File: src/rtl/bolme_paket.sv
// bolme_paket: states, opcode encodings and shared constants for the
// divider client (bolme_istemcisi).
package bolme_paket;

    typedef enum logic [2:0] {
        BOS    = 3'd0,
        GONDER = 3'd1,
        BEKLE  = 3'd2,
        IPTAL  = 3'd3,
        YAZ    = 3'd4
    } durum_t;

    localparam logic [3:0] ISLEV_DIV  = 4'b0001;
    localparam logic [3:0] ISLEV_DIVU = 4'b0010;
    localparam logic [3:0] ISLEV_REM  = 4'b0100;
    localparam logic [3:0] ISLEV_REMU = 4'b1000;

    localparam logic [31:0] ZAMAN_ASIMI_VERI = 32'hFFFF_FFFF;

    // Only the four single-bit encodings are legal divider opcodes.
    function automatic logic tek_sicak(input logic [3:0] kod);
        return (kod == ISLEV_DIV) || (kod == ISLEV_DIVU) ||
               (kod == ISLEV_REM) || (kod == ISLEV_REMU);
    endfunction

endpackage

File: src/rtl/bolme_sonuc_onbellegi.sv
// bolme_sonuc_onbellegi: single-entry last-result cache for the divider
// client. Only instantiated when BOLME_ISTEMCISI_ONBELLEK_EN is defined.
module bolme_sonuc_onbellegi (
    input  logic        clk_g,
    input  logic        rst_g,
    input  logic        yaz_en,
    input  logic        sil,
    input  logic [3:0]  yaz_islev_kodu,
    input  logic [31:0] yaz_islec1,
    input  logic [31:0] yaz_islec2,
    input  logic [31:0] yaz_sonuc,
    input  logic [3:0]  sor_islev_kodu,
    input  logic [31:0] sor_islec1,
    input  logic [31:0] sor_islec2,
    output logic        isabet,
    output logic [31:0] sonuc
);

    logic        gecerli;
    logic [3:0]  islev_r;
    logic [31:0] islec1_r;
    logic [31:0] islec2_r;
    logic [31:0] sonuc_r;

    // Invalidate wins over a same-cycle store so a cancelled result never lingers.
    always_ff @(posedge clk_g or negedge rst_g) begin
        if (!rst_g) begin
            gecerli  <= 1'b0;
            islev_r  <= '0;
            islec1_r <= '0;
            islec2_r <= '0;
            sonuc_r  <= '0;
        end else if (sil) begin
            gecerli <= 1'b0;
        end else if (yaz_en) begin
            gecerli  <= 1'b1;
            islev_r  <= yaz_islev_kodu;
            islec1_r <= yaz_islec1;
            islec2_r <= yaz_islec2;
            sonuc_r  <= yaz_sonuc;
        end
    end

    // Lookup compares against the live request fields, not the latched ones.
    always_comb begin
        isabet = gecerli && (islev_r == sor_islev_kodu) &&
                 (islec1_r == sor_islec1) && (islec2_r == sor_islec2);
        sonuc  = sonuc_r;
    end

endmodule

File: src/rtl/bolme_istemcisi.sv
// bolme_istemcisi: accepts a divide/remainder request from the core,
// starts the external divider, waits for its result with a timeout and
// hands the result back through a writeback handshake.
// Optional: BOLME_ISTEMCISI_ONBELLEK_EN adds a last-result cache.
//
// state  | meaning
// BOS    | idle, istek_hazir_c high, waiting for a request
// GONDER | one-cycle start pulse to the divider
// BEKLE  | waiting for divider done, timeout counter running
// IPTAL  | cancelled; draining the divider's done (or timeout), no writeback
// YAZ    | holding writeback until yaz_hazir_g
import bolme_paket::*;

module bolme_istemcisi #(
    parameter int unsigned ZAMAN_ASIMI = 80
) (
    input  logic        clk_g,
    input  logic        rst_g,
    input  logic        istek_gecerli_g,
    output logic        istek_hazir_c,
    input  logic [3:0]  islev_kodu_g,
    input  logic [31:0] islec1_g,
    input  logic [31:0] islec2_g,
    input  logic [4:0]  hedef_g,
    input  logic        iptal_g,
    output logic        bolucu_hazir_c,
    output logic [3:0]  bolucu_islev_kodu_c,
    output logic [31:0] bolucu_islec1_c,
    output logic [31:0] bolucu_islec2_c,
    input  logic        bolucu_bitti_g,
    input  logic [31:0] bolucu_sonuc_g,
    output logic        yaz_gecerli_c,
    output logic [4:0]  yaz_hedef_c,
    output logic [31:0] yaz_veri_c,
    input  logic        yaz_hazir_g,
    output logic        hata_c
);

    localparam logic [7:0] SON_SAYI = 8'(ZAMAN_ASIMI - 1);

    durum_t      durum;
    logic [7:0]  sayac;
    logic [4:0]  hedef_r;
    logic        zaman_doldu;
    logic        bos_don;
    logic        istek_isabet;
    logic [31:0] isabet_sonuc;

    // Every path that ends the transaction without a (further) writeback.
    always_comb begin
        zaman_doldu = (sayac >= SON_SAYI);
        bos_don     = ((durum == BEKLE) && iptal_g && bolucu_bitti_g) ||
                      ((durum == IPTAL) && (bolucu_bitti_g || zaman_doldu)) ||
                      ((durum == YAZ) && (iptal_g || yaz_hazir_g));
    end

`ifdef BOLME_ISTEMCISI_ONBELLEK_EN
    logic onb_yaz;
    logic onb_sil;

    // Store on a clean capture; drop on timeout or any effective cancel.
    always_comb begin
        onb_yaz = (durum == BEKLE) && bolucu_bitti_g && !iptal_g;
        onb_sil = ((durum == BEKLE) && !bolucu_bitti_g && zaman_doldu) ||
                  (iptal_g && (durum != BOS));
    end

    bolme_sonuc_onbellegi u_onbellek (
        .clk_g          (clk_g),
        .rst_g          (rst_g),
        .yaz_en         (onb_yaz),
        .sil            (onb_sil),
        .yaz_islev_kodu (bolucu_islev_kodu_c),
        .yaz_islec1     (bolucu_islec1_c),
        .yaz_islec2     (bolucu_islec2_c),
        .yaz_sonuc      (bolucu_sonuc_g),
        .sor_islev_kodu (islev_kodu_g),
        .sor_islec1     (islec1_g),
        .sor_islec2     (islec2_g),
        .isabet         (istek_isabet),
        .sonuc          (isabet_sonuc)
    );
`else
    assign istek_isabet = 1'b0;
    assign isabet_sonuc = '0;
`endif

    // Main controller; all outputs are registered here.
    always_ff @(posedge clk_g or negedge rst_g) begin
        if (!rst_g) begin
            durum               <= BOS;
            sayac               <= '0;
            hedef_r             <= '0;
            istek_hazir_c       <= 1'b1;
            bolucu_hazir_c      <= 1'b0;
            bolucu_islev_kodu_c <= '0;
            bolucu_islec1_c     <= '0;
            bolucu_islec2_c     <= '0;
            yaz_gecerli_c       <= 1'b0;
            yaz_hedef_c         <= '0;
            yaz_veri_c          <= '0;
            hata_c              <= 1'b0;
        end else begin
            bolucu_hazir_c <= 1'b0;
            hata_c         <= 1'b0;
            case (durum)
                BOS: begin
                    if (istek_gecerli_g) begin
                        istek_hazir_c       <= 1'b0;
                        bolucu_islev_kodu_c <= islev_kodu_g;
                        bolucu_islec1_c     <= islec1_g;
                        bolucu_islec2_c     <= islec2_g;
                        hedef_r             <= hedef_g;
                        if (!tek_sicak(islev_kodu_g)) begin
                            yaz_gecerli_c <= 1'b1;
                            yaz_hedef_c   <= hedef_g;
                            yaz_veri_c    <= '0;
                            durum         <= YAZ;
                        end else if (istek_isabet) begin
                            yaz_gecerli_c <= 1'b1;
                            yaz_hedef_c   <= hedef_g;
                            yaz_veri_c    <= isabet_sonuc;
                            durum         <= YAZ;
                        end else begin
                            bolucu_hazir_c <= 1'b1;
                            durum          <= GONDER;
                        end
                    end
                end
                GONDER: begin
                    sayac <= '0;
                    durum <= iptal_g ? IPTAL : BEKLE;
                end
                BEKLE: begin
                    if (iptal_g) begin
                        // Same-cycle done is discarded via bos_don below.
                        durum <= IPTAL;
                        if (!zaman_doldu) sayac <= sayac + 8'd1;
                    end else if (bolucu_bitti_g) begin
                        yaz_gecerli_c <= 1'b1;
                        yaz_hedef_c   <= hedef_r;
                        yaz_veri_c    <= bolucu_sonuc_g;
                        durum         <= YAZ;
                    end else if (zaman_doldu) begin
                        hata_c        <= 1'b1;
                        yaz_gecerli_c <= 1'b1;
                        yaz_hedef_c   <= hedef_r;
                        yaz_veri_c    <= ZAMAN_ASIMI_VERI;
                        durum         <= YAZ;
                    end else begin
                        sayac <= sayac + 8'd1;
                    end
                end
                IPTAL: begin
                    if (!zaman_doldu) sayac <= sayac + 8'd1;
                end
                YAZ: begin
                end
                default: durum <= BOS;
            endcase

            if (bos_don) begin
                durum               <= BOS;
                istek_hazir_c       <= 1'b1;
                bolucu_islev_kodu_c <= '0;
                bolucu_islec1_c     <= '0;
                bolucu_islec2_c     <= '0;
                yaz_gecerli_c       <= 1'b0;
                yaz_hedef_c         <= '0;
                yaz_veri_c          <= '0;
            end
        end
    end

endmodule

File: config.mk
export PLATFORM = sky130hd
export DESIGN_NAME = bolme_istemcisi
export DESIGN_NICKNAME = d
export VERILOG_FILES = /design/src/rtl/bolme_paket.sv /design/src/rtl/bolme_sonuc_onbellegi.sv /design/src/rtl/bolme_istemcisi.sv
export SDC_FILE = /design/constraint.sdc
export NUM_CORES = 1
export LEC_CHECK = 0
export ABC_AREA = 1
export CELL_PAD_IN_SITES_DETAIL_PLACEMENT = 0
export CELL_PAD_IN_SITES_GLOBAL_PLACEMENT = 1
export CORE_MARGIN = 1
export CORE_UTILIZATION = 32
export CTS_CLUSTER_DIAMETER = 60
export DETAILED_ROUTE_END_ITERATION = 10
export PLACE_DENSITY = 0.84
export SYNTH_ARGS = -nofsm -noshare
export SYNTH_HDL_FRONTEND = slang
export SYNTH_SLANG_ARGS = --single-unit
File: constraint.sdc
create_clock -name clk_g -period 2.25 [get_ports clk_g]
set_input_delay 0.45 -clock clk_g [delete_from_list [all_inputs] [get_ports clk_g]]
set_output_delay 0.45 -clock clk_g [all_outputs]
set_load 0.005 [all_outputs]
==> qor.csv <==
metric,value,unit
outcome,"finished, final reports clean",
Die ar.,18800,um2
GP Congestion,0.761,
CTS sink cnt,125,
# IOs,220,
Yosys Warn Count,0,
Main synth FF type,dfrtp_1,
Via Count,5424,
Final HPWL DP,10800,um
Buffers on Ports,219,
reg-to-reg startpoint,sayac[0],
GR Util All Layers,0.184,
Mapped Area,5850,um2
Fmax,0.526,GHz
nets,1015,
core area,18000,um2
Critical Path Start,sayac[0],
NetSw,4.04,mW
clock share of power,0.268,
CP endpoint kind,flop,
layout cells sized above 1,0.0928,
DRC,0,
"non-filler cells, final",1145,
clock skew,10.1,ps
relative slew slack,0.546,
top cell type's share of synthesized area,0.531,
vias in the first global route,5148,
CTS Buf Count,17,
CTS tree,done,
cell taking the most area after synthesis,dfrtp_1,
Reg2Reg Depth,9,
vias per cell,4.74,
worst min path class,primary input to async pin,
Crit Path Class,flop to flop,
footprint of the multi-input gates,2310,um2
Tmin final,1900,ps
first-pass GRT wire length,26600,um
H-Tree Depth,4,
Core Rows,49,
Power Density,1280,nW/um2
Layout area overhead,52.4,%
combinational share of power,0.428,
clk root buf,clkbuf_16,
fin. max-slew vios,0,
setup violators final,0,
TNS Setup,0,ps
drt wl/cell,14.9,um
critical path peak fanout,38,
Ant. Diodes,0,
Synth Instances,699,
CTS Buffer Depth,2,
initial antenna violation count,0,
worst skew pair latency,410,ps
most frequent cell after synthesis,nand2_1,
grt ovf,0,
Max Cap Violations,0,
clock-pin transition on the worst setup and hold timing paths,60,ps
worst flop-to-flop path endpoint,yaz_veri_c[28],
Sw Ratio,0.354,
Syn Nets,811,
register area,3130,um2
Inst Count DP,1113,
Final Hold Fails,0,
DRT antenna net count,0,
Die Y,137,um
Starting Density,0.325,
Mean Syn Cell Area,8.36,um2
internal power,7.37,mW
RSZ-0062 raised after global routing,no,
Worst Tran Pin Value,681,ps
share of synthesized area occupied by flip-flops and latches,0.535,
Worst EP required,2590,ps
Lkg Pwr,4.04,nW
Max rail drop VDD,0.838,mV
cts hold-fix bufs,0,
"Distinct cells, synth",30,
Min Hold Slack,146,ps
critical path launch point type,flop,
part of the power in registers,0.305,
async set or reset register ratio after synthesis,1.00,
final wirelength,17100,um
Synth area leaders,"dfrtp_1 (53%), nand2_1 (14%), a21oi_1 (6.0%)",
part of the cycle the worst path needs,0.845,
flop2flop setup slack,350,ps
quantity of gates resized following cts,0,
drt first pass iters,5,
"EDFF count, synth",0,
fillers,1715,
drt initial violations,289,
pin count of the biggest net entering global routing,126,
Critical Path AT,2240,ps
Post-CTS Setup Repair Bufs,0,
Die X-Extent,137,um
Post-synth top cells,"nand2_1 (225), dfrtp_1 (124), nor2_1 (74)",
post-synthesis register bit count,125,
## cell families (layout without fill, tap and decap cells)
| logic type | Yosys count | count (layout) | synth area share |
|---|---|---|---|
| AOI/OAI and AO/OA | 92 | 92 | 0.0830 |
| xor gates and xnor gates | 2 | 2 | 0.00300 |
| adders and majority gates | 1 | 1 | 0.00214 |
| buffers and inverters | 75 | 292 | 0.0698 |
| DFF | 125 | 125 | 0.535 |
| and+or+nand+nor | 404 | 404 | 0.307 |
## cells in the final DEF (no fill, tap or decap), types with 6 or more instances in the layout
master / instances
nand3_1: 39
a21oi_1: 70
inv_1: 18
buf_4: 7
clkbuf_16: 17
inv_2: 6
clkdlybuf4s50_1: 218
dfrtp_1: 124
nand3_2: 12
buf_12: 10
nand2_1: 225
o21ai_0: 17
nand4_1: 39
nor2_1: 74
## worst max path at each step
stage                     end  slack, ps  cells after the start
2_1_floorplan  yaz_veri_c[27]        660                      9
6_report       yaz_veri_c[28]        350                      9
4_1_cts         istek_hazir_c        340                      1
3_3_place_gp    yaz_gecerli_c        260                      7
3_5_place_dp   yaz_veri_c[28]        250                     10
5_1_grt        yaz_veri_c[16]        200                      9
## power groups by stage
| stage | Sequential [mW] | Combinational, mW | Clock (mW) |
|---|---|---|---|
| after CTS | 3.48 | 4.95 | 3.12 |
| after global placement | 3.49 | 4.88 | 0 |
| after global routing | 3.57 | 5.40 | 3.22 |
| after detailed placement | 3.51 | 4.93 | 0 |
| after floorplan | 3.53 | 2.52 | 0 |
| final | 3.47 | 4.88 | 3.05 |
## final cells by class
type	instances	share of cell area
clock buffer	18	0.0493
clock inverter	14	0.0243
inverter	25	0.0105
multi-input combinational	499	0.259
sequential	125	0.351
tap	229	0.0322
timing repair buffer	235	0.273
## metrics by stage
step	area [um2]	total power [mW]	utilization	setup WS, ps
global route	8910	12.2	0.496	201
finish	8910	11.4	0.496	350
detailed placement	8250	8.44	0.459	247
CTS	8910	11.6	0.496	339
floorplan	5850	6.05	-	657
global placement	8250	8.37	0.459	257
## registers in the layout (all words and copies together), names as in the netlist
signal	count
bolucu_islec1_c	32
bolucu_islec2_c	32
yaz_veri_c	32
sayac	8
hedef_r	5
yaz_hedef_c	5
bolucu_islev_kodu_c	4
durum	3
bolucu_hazir_c	1
hata_c	1
istek_hazir_c	1
yaz_gecerli_c	1
## metal layers
layer  wire (um)  track usage  part of all wire  vias up
met5           0            0                 0        -
met4         153       0.0574            0.0090        0
met3        1450       0.0600             0.085        9
met2        7510        0.278              0.44      197
met1        7970        0.249              0.47     2527
li1            -            -                 -     2691
## worst max-delay path, cell delays in order (launching register included)
cell and delay [ps]:
dfrtp_1 430, ha_1 250, nand3_1 130, nand3_1 100, nand2_2 110, nand2_1 110
a21oi_4 230, buf_12 260, nand3_1 110, nand2_1 80
No activity file was read; power rests on OpenSTA's default activity.
